File: config.mk
export PLATFORM = sky130hd
export DESIGN_NAME = div_iter_seq
export DESIGN_NICKNAME = d
export VERILOG_FILES = /design/src/rtl/div_iter_seq.sv
export SDC_FILE = /design/constraint.sdc
export NUM_CORES = 1
export LEC_CHECK = 0
export CAP_MARGIN = 20
export CORE_UTILIZATION = 50
export CTS_CLUSTER_SIZE = 30
export DETAILED_ROUTE_END_ITERATION = 12
export GPL_ROUTABILITY_DRIVEN = 0
export PLACE_DENSITY = 0.74
export SLEW_MARGIN = 20
export SYNTH_ARGS = -nofsm -noshare
export SYNTH_HDL_FRONTEND = slang
export SYNTH_SLANG_ARGS = --single-unit
export TNS_END_PERCENT = 20
File: constraint.sdc
create_clock -name clk -period 10 [get_ports clk]
set_clock_uncertainty 0.2 [all_clocks]
set_input_delay 2.5 -clock clk [delete_from_list [all_inputs] [get_ports clk]]
set_output_delay 2.5 -clock clk [all_outputs]
set_load 0.005 [all_outputs]
File: src/rtl/div_iter_seq.sv
// Iterative restoring divider: one quotient bit per clock over a 2*WIDTH {rem, quo} register.
// Optional two's-complement operation is enabled by defining DIV_SIGNED_EN.
module div_iter_seq #(
  parameter int WIDTH = 16
) (
  input  logic             clk,
  input  logic             rst,
  input  logic             start,
  input  logic [WIDTH-1:0] dividend,
  input  logic [WIDTH-1:0] divisor,
  output logic             busy,
  output logic             done,
  output logic [WIDTH-1:0] quotient,
  output logic [WIDTH-1:0] remainder,
  output logic             div_by_zero
);

  localparam int CW = $clog2(WIDTH + 1);

  typedef enum logic [1:0] {
    IDLE = 2'd0,
    RUN  = 2'd1,
    DONE = 2'd2
  } state_t;

  state_t             state_reg, state_next;
  logic [CW-1:0]      count_reg, count_next;
  logic [2*WIDTH-1:0] work_reg, work_next;
  logic [WIDTH-1:0]   divisor_reg, divisor_next;
  logic [WIDTH-1:0]   quo_reg, quo_next;
  logic [WIDTH-1:0]   rem_reg, rem_next;
  logic               dbz_reg, dbz_next;

  logic [WIDTH-1:0]   trial;
  logic [WIDTH-1:0]   diff;
  logic [2*WIDTH-1:0] step;
  logic [WIDTH-1:0]   dividend_mag;
  logic [WIDTH-1:0]   divisor_mag;
  logic [WIDTH-1:0]   quo_final;
  logic [WIDTH-1:0]   rem_final;

`ifdef DIV_SIGNED_EN
  logic neg_quo_reg, neg_quo_next;
  logic neg_rem_reg, neg_rem_next;

  // Magnitudes are taken as unsigned WIDTH-bit values, so the most-negative
  // operand keeps its bit pattern and still divides correctly.
  assign dividend_mag = dividend[WIDTH-1] ? (~dividend + 1'b1) : dividend;
  assign divisor_mag  = divisor[WIDTH-1]  ? (~divisor + 1'b1)  : divisor;
  assign quo_final    = neg_quo_reg ? (~step[WIDTH-1:0] + 1'b1) : step[WIDTH-1:0];
  assign rem_final    = neg_rem_reg ? (~step[2*WIDTH-1:WIDTH] + 1'b1) : step[2*WIDTH-1:WIDTH];
`else
  assign dividend_mag = dividend;
  assign divisor_mag  = divisor;
  assign quo_final    = step[WIDTH-1:0];
  assign rem_final    = step[2*WIDTH-1:WIDTH];
`endif

  // Trial window is the upper half after a shift-left-by-one.
  assign trial = work_reg[2*WIDTH-2:WIDTH-1];
  assign diff  = trial - divisor_reg;
  assign step  = (trial >= divisor_reg) ? {diff, work_reg[WIDTH-2:0], 1'b1}
                                        : {work_reg[2*WIDTH-2:0], 1'b0};

  always_ff @(posedge clk or posedge rst) begin
    if (rst) begin
      state_reg   <= IDLE;
      count_reg   <= '0;
      work_reg    <= '0;
      divisor_reg <= '0;
      quo_reg     <= '0;
      rem_reg     <= '0;
      dbz_reg     <= 1'b0;
`ifdef DIV_SIGNED_EN
      neg_quo_reg <= 1'b0;
      neg_rem_reg <= 1'b0;
`endif
    end else begin
      state_reg   <= state_next;
      count_reg   <= count_next;
      work_reg    <= work_next;
      divisor_reg <= divisor_next;
      quo_reg     <= quo_next;
      rem_reg     <= rem_next;
      dbz_reg     <= dbz_next;
`ifdef DIV_SIGNED_EN
      neg_quo_reg <= neg_quo_next;
      neg_rem_reg <= neg_rem_next;
`endif
    end
  end

  always_comb begin
    state_next   = state_reg;
    count_next   = count_reg;
    work_next    = work_reg;
    divisor_next = divisor_reg;
    quo_next     = quo_reg;
    rem_next     = rem_reg;
    dbz_next     = dbz_reg;
    busy         = 1'b0;
    done         = 1'b0;
`ifdef DIV_SIGNED_EN
    neg_quo_next = neg_quo_reg;
    neg_rem_next = neg_rem_reg;
`endif
    case (state_reg)
      IDLE: begin
        if (start) begin
          work_next    = {{WIDTH{1'b0}}, dividend_mag};
          divisor_next = divisor_mag;
          count_next   = '0;
          dbz_next     = 1'b0;
`ifdef DIV_SIGNED_EN
          neg_quo_next = dividend[WIDTH-1] ^ divisor[WIDTH-1];
          neg_rem_next = dividend[WIDTH-1];
`endif
          if (divisor == '0) begin
            // Zero divisor skips iteration; the raw dividend is reported as remainder.
            quo_next   = {WIDTH{1'b1}};
            rem_next   = dividend;
            dbz_next   = 1'b1;
            state_next = DONE;
          end else begin
            state_next = RUN;
          end
        end
      end
      RUN: begin
        busy       = 1'b1;
        work_next  = step;
        count_next = count_reg + 1'b1;
        if (count_reg == CW'(WIDTH - 1)) begin
          quo_next   = quo_final;
          rem_next   = rem_final;
          state_next = DONE;
        end
      end
      DONE: begin
        busy       = 1'b1;
        done       = 1'b1;
        state_next = IDLE;
      end
      default: begin
        state_next = IDLE;
      end
    endcase
  end

  assign quotient    = quo_reg;
  assign remainder   = rem_reg;
  assign div_by_zero = dbz_reg;

endmodule

==> metrics, run 1 <==
Skew-Pair Late Insertion Delay 0.36 ns; synthesized area 0.005166 mm2; # Post-CTS Setup Buffers 0; Syn-to-layout area delta 18.94%; placed instance count about 730; vias in the first global route 4181; max_cap viols 0; per-cell routed wire length ~17 um; core area 0.009910 mm2; fin crit share 0.5420; WHS 0.3057 ns; DP Area 0.005927 mm2; synth top area cells dfrtp_1 (42%), ha_1 (5.1%), nand2_1 (4.7%); via count 4468; Post-synth EDFFs 0; TritonCTS Buffers 9; adder-cell share of the synthesized area 0.05473; Initial Util 0.5213; WP data arrival between 5 and 6 ns; Max VDD drop around 0.12 mV; max reg flops 31; Main synth FF type dfrtp_1; CP endpoint kind flip-flop; Rows 36; Post-synth ARST share 1.000; largest family of logic cells by synthesized area compound AO/OA/AOI/OAI gates; Setup Viol. Count Final 0; mux contribution to synthesized area 0.07193; clock sinks 87; Syn Nets 614; crit-path cells clkdlybuf4s50_1 > nor4_1 > nand4_1 > o21ai_1 > a21boi_4 > buf_4 > nand2_1 > o211ai_1; die height between 100 and 150 um; setup TNS 0 ns; number of port buffers 69; Hold Vio Cnt, Final 0; fin nets between 600 and 700; status finished clean; RSZ-0062 raised after global routing false; Simple-Gate Fraction of Synth Area 0.1581; H-Tree Depth 3; XOR/XNOR Fraction of Synth Area 0.01187; flops & latches, synth 87; PwrDens 283.0 mW/mm2; Top Ports 70; Compound-Gate Fraction of Synth Area 0.2233; Max clock buf depth 2; Via density 5.997; initial antenna violation count 0; Max Fclk 184.5 MHz; CP max FO 48; WL final 12.63 mm; Final ANT Viol Nets 0; Iter 0 DRT Violations 279; first-pass GRT wire length 21.11 mm; All-Layer GR Usage 0.2431; Slew HR 0.4884; layout cell share with drive strength beyond 1 0.08987; CTS-repair resized insts 0; Pleak 2.602 nW; CTS tree yes; hold buffer count at CTS 0; min-delay worst type reg2reg; Setup CP Type in2reg; Root Driver clkbuf_8; Overflow after GRT 0; final-layout fill cell count approximately 850; Layout Cells excl Fill 745; pin count of the biggest net entering global routing 88; DRC 0; sequential-to-total area share from yosys stat 0.4214; Final Cell Area 0.006145 mm2; fin crit period roughly 5.4 ns; Yosys top cell by area dfrtp_1; Crit path largest cell delay ~0.65 ns; yosys warns 0; slowest cell on the critical path o21ai_1; die footprint between 0.01 and 0.015 mm2; Final Slew Violations 0; Synth Area per Inst about 9 um2; Slew @ Worst Pin about 0.77 ns; Post-Synthesis Cells 557; Synth top area share 0.4214; Die Span X 103.7 um; fin util 0.6201; clk slew on worst S/H paths roughly 0.1 ns; Cell variety after synth 67; CP required 10.08 ns; Ant. Diodes 0; DP HPWL 9.149 mm; nature of the critical path startpoint primary input; Pre-antenna DRT Iters 5
[critical path, delay by kind of cell]
family / cells / cell delay (ns)
compound gates: 3 / 1.18
simple gates: 3 / 0.95
buf+inv: 2 / 0.85
[path summary, 6_finish.rpt]
kind | startpoint | end | slack [ns] | cells after the start
max | divisor[11] | remainder[12]$_DFFE_PP0P_ | 4.58 | 8
min | div_by_zero$_DFFE_PP0P_ | div_by_zero$_DFFE_PP0P_ | 0.31 | 2
max reg2reg | work_reg[15]$_DFFE_PP0P_ | remainder[11]$_DFFE_PP0P_ | 6.79 | 9
min reg2reg | div_by_zero$_DFFE_PP0P_ | div_by_zero$_DFFE_PP0P_ | 0.31 | 2
max in group asynchronous | rst | state_reg[0]$_DFFE_PP0P_ | 6.62 | 3
min in group asynchronous | rst | quotient[3]$_DFFE_PP0P_ | 2.47 | 3
[placed cells by master (no fill, tap or decap), drive strengths merged, types with 17 or more instances in the layout]
cell           instances
ha                    21
a21oi                 17
mux2i                 18
nand2                 64
clkdlybuf4s50         69
a31oi                 27
nand3                 17
dfrtp                 87
inv                   41
nor2                  27
mux2                  17
o21ai                 43
[final cells by class]
cell class | instances | area [um2] | area share
well taps | 133 | 166.4 | 0.02708
repair buffers | 73 | 724.4 | 0.1179
inverters | 40 | 151.4 | 0.02464
multi-input cells | 396 | 2711 | 0.4413
clock buffers | 10 | 137.6 | 0.02240
clock inverters | 6 | 76.32 | 0.01242
flip-flops and latches | 87 | 2177 | 0.3543
[routing by layer]
| metal | vias up | part of all wire | global-route usage |
|---|---|---|---|
| met5 | - | 0 | 0 |
| met1 | 2129 | 0.46 | 0.3337 |
| met3 | 27 | 0.056 | 0.04154 |
| li1 | 2134 | - | - |
| met2 | 178 | 0.47 | 0.3869 |
| met4 | 0 | 0.021 | 0.08980 |
[power breakdown]
part | switching (mW) | leakage (nW) | internal (mW) | total (mW)
clock network | 0.138 | 0.109 | 0.126 | 0.264
logic | 0.491 | 1.46 | 0.400 | 0.891
registers | 0.0919 | 1.03 | 0.492 | 0.584
total | 0.721 | 2.60 | 1.02 | 1.74
[stage by stage]
stage	total power, mW	worst slack, ns
floorplan	1.175	5.050
global placement	1.440	4.263
detailed placement	1.476	4.202
CTS	1.743	4.587
global route	1.873	4.326
finish	1.739	4.580
[cells by family (layout without fill, tap and decap cells)]
group | Yosys count | after routing
adders and majority gates | 22 | 22
xor gates and xnor gates | 7 | 7
buffers and inverters | 74 | 129
AOI/OAI and AO/OA | 165 | 165
muxes | 35 | 35
DFF | 87 | 87
and+or+nand+nor | 167 | 167
[synthesized netlist by cell type, types with 3 or more instances]
library cell and count:
dfrtp_1 87, nand2_1 64, inv_1 40, o21ai_0 33, clkbuf_1 27, nor2_1 27, a31oi_1 26, ha_1 21
mux2i_1 18, nand3_1 17, a21oi_1 16, mux2_2 16, nor2b_1 13, o211ai_1 11, o21ai_1 10, nor4_1 8
a21o_1 7, nand4_1 7, a211oi_1 6, a2bb2oi_1 6, xor2_1 6, a21boi_0 5, a311oi_1 5, and3_1 5
nor3_1 5, o221ai_1 4, or2_2 4, or3_1 4, and4_1 3, buf_6 3, o2111ai_1 3, o21bai_1 3
Power figures use the tool's default switching activity.
==> inputs of run 2 (changes only) <==
Settings changed: PLACE_DENSITY 0.74 to 0.77.
Clock period 10 ns to 4.4 ns, I/O delays scaled along.
==> run 2 against run 1 <==
  * Clock power grew 110%
  * Register-to-register slack lost 5.6 ns
  * Critical path type unchanged
  * Design area grew 0.43%
  * Via count decreased by 1.5%
  * Global-route usage decreased by 0.87 points
  * Critical endpoint is now remainder[7]$_DFFE_PP0P_
  * Non-clock buffer count grew 3
  * Largest cell class unchanged
  * Sequential power up 130%
  * Utilization grew 0.27 points
  * Cell count grew 0.40%
  * Critical path depth increased by 1
  * Sequential share of layout area decreased by 0.15 points
  * Highest routed layer unchanged
  * Count of clock-buffer cells in the layout decreased by 1
==> metrics, run 2 (synthesis results as in run 1) <==
DRC 0 (unchanged); Iter 0 DRT Violations 299 (+7.2%); Setup Viol. Count Final 0 (unchanged); Sw Share 0.4194 (+0.004806); Max clock buf depth 2 (unchanged); WL final 12.24 mm (-3.1%); internal power consumption 2.281 mW (+120%); CTS-repair resized insts 0 (unchanged); CTS tree yes; # Post-CTS Setup Buffers 0 (unchanged); status finished clean; die height 103.7 um (unchanged); vias in the first global route 4121 (-1.4%); Ant. Diodes 0 (unchanged); Comb pwr share 0.521 (+0.009); fin nets 667 (+0.45%); Crit path largest cell delay 0.42 ns (-0.23 ns); fin crit period 3.389 ns; DP HPWL 9.093 mm (-0.61%); CP max FO 44 (-8.3%); CP endpoint kind flip-flop; die footprint 0.01074 mm2 (unchanged); per-cell routed wire length 16.37 um (-3.5%); H-Tree Depth 3 (unchanged); Initial Util 0.5213 (unchanged); commonest non-fill, non-tap cells in the layout dfrtp_1 (87), clkdlybuf4s50_1 (69), nand2_1 (64), inv_1 (39), o21ai_0 (32); Overflow after GRT 0 (unchanged); first-pass GRT wire length 20.47 mm (-3.1%); clock sinks 87 (unchanged); Die Span X 103.7 um (unchanged); core area 0.009910 mm2 (unchanged); layout cell share with drive strength beyond 1 0.09431 (+0.004440); final-layout fill cell count 833 (-2.3%); max_cap viols 0 (unchanged); min-delay worst type reg2reg; WP data arrival 3.45 ns (-2.05 ns); WHS 0.3009 ns (-0.004735 ns); Pre-antenna DRT Iters 5 (unchanged); Final ANT Viol Nets 0 (unchanged); leading cell type in the layout, fill and taps excluded dfrtp_1; hold buffer count at CTS 0 (unchanged); CP required 4.46 ns (-5.62 ns); Syn-to-layout area delta 19.45%; number of port buffers 69 (unchanged); setup TNS 0 ns (unchanged); Rows 36 (unchanged); switching pwr 1.647 mW (+130%); RSZ-0062 raised after global routing false; PwrDens 636.5 mW/mm2 (+120%); Setup CP Type in2reg; Pleak 2.612 nW (+0.40%); Sequential Power Share 0.336 (about the same); Via density 5.881 (-1.9%); All-Layer GR Usage 0.2345 (-0.008672); r2r setup slk 1.22 ns (-5.57 ns); Max Fclk between 200 and 300 MHz; Top Ports 70 (unchanged); Skew-Pair Late Insertion Delay 0.37 ns (about the same); Root Driver clkbuf_8; Slew HR 0.4417 (-0.04674); crit-path cells clkdlybuf4s50_1 > nor4_1 > nand4_1 > o21ai_1 > buf_4 > a21boi_4 > buf_12 > mux2i_1 > o21ai_0; via count 4399 (-1.5%); clk slew on worst S/H paths 0.10 ns (about the same); Slew @ Worst Pin 0.8343 ns (+0.06695 ns); Final Slew Violations 0 (unchanged); Clk network pwr share 0.143 (-0.009); pin count of the biggest net entering global routing 48 (-45%); initial antenna violation count 0 (unchanged); Hold Vio Cnt, Final 0 (unchanged); max reg flops 31 (unchanged); nature of the critical path startpoint primary input; slowest cell on the critical path nor4_1; TritonCTS Buffers 9 (unchanged); fin crit share 0.7702; Max VDD drop 0.2598 mV (+110%)
[run 2: power groups by stage]
stage                     logic [mW]  registers (mW)  clock network (mW)
after floorplan                 1.37            1.30                   0
after global placement          1.96            1.33                   0
after detailed placement        2.03            1.34                   0
after CTS                       2.04            1.32               0.572
after global routing            2.26            1.36               0.600
final                           2.05            1.32               0.561
[run 2: final cells by class]
| type | count | area, um2 | share of cell area |
|---|---|---|---|
| Clock inverter | 7 | 72.57 | 0.01176 |
| Tap cell | 133 | 166.4 | 0.02697 |
| Clock buffer | 9 | 123.9 | 0.02007 |
| Inverter | 40 | 151.4 | 0.02453 |
| Multi-Input combinational cell | 396 | 2711 | 0.4394 |
| Sequential cell | 87 | 2177 | 0.3528 |
| Timing Repair Buffer | 76 | 768.2 | 0.1245 |
[run 2: worst paths after layout]
check | from | end | cells after the start
max | divisor[1] | remainder[7]$_DFFE_PP0P_ | 9
min | div_by_zero$_DFFE_PP0P_ | div_by_zero$_DFFE_PP0P_ | 2
max reg2reg | work_reg[15]$_DFFE_PP0P_ | work_reg[21]$_DFFE_PP0P_ | 9
min reg2reg | div_by_zero$_DFFE_PP0P_ | div_by_zero$_DFFE_PP0P_ | 2
max in group asynchronous | rst | work_reg[28]$_DFFE_PP0P_ | 3
min in group asynchronous | rst | remainder[2]$_DFFE_PP0P_ | 2
[run 2: critical path, delay by kind of cell]
| kind | cells | cell delay (ns) |
|---|---|---|
| buf+inv | 3 | 0.85 |
| simple gates | 2 | 0.69 |
| compound gates | 3 | 0.56 |
| mux | 1 | 0.22 |
[run 2: per-stage QoR]
| step | setup slack (ns) | util | cell area, um2 | cells | power, mW |
|---|---|---|---|---|---|
| 2_1_floorplan | 0.8498 | - | 5166 | 557 | 2.669 |
| 3_3_place_gp | 0.7439 | 0.6029 | 5974 | 732 | 3.287 |
| 3_5_place_dp | 0.6554 | 0.6029 | 5974 | 732 | 3.369 |
| 4_1_cts | 1.056 | 0.6227 | 6171 | 748 | 3.935 |
| 5_1_grt | 0.8828 | 0.6227 | 6171 | 748 | 4.221 |
| 6_report | 1.011 | 0.6227 | 6171 | 748 | 3.928 |
[run 2: per-layer routing]
metal / track usage / share of wire / vias up
met4: 0.06122 / 0.016 / 0
met3: 0.05098 / 0.058 / 27
met1: 0.3172 / 0.46 / 2072
met5: 0 / 0 / -
li1: - / - / 2149
met2: 0.3826 / 0.47 / 151
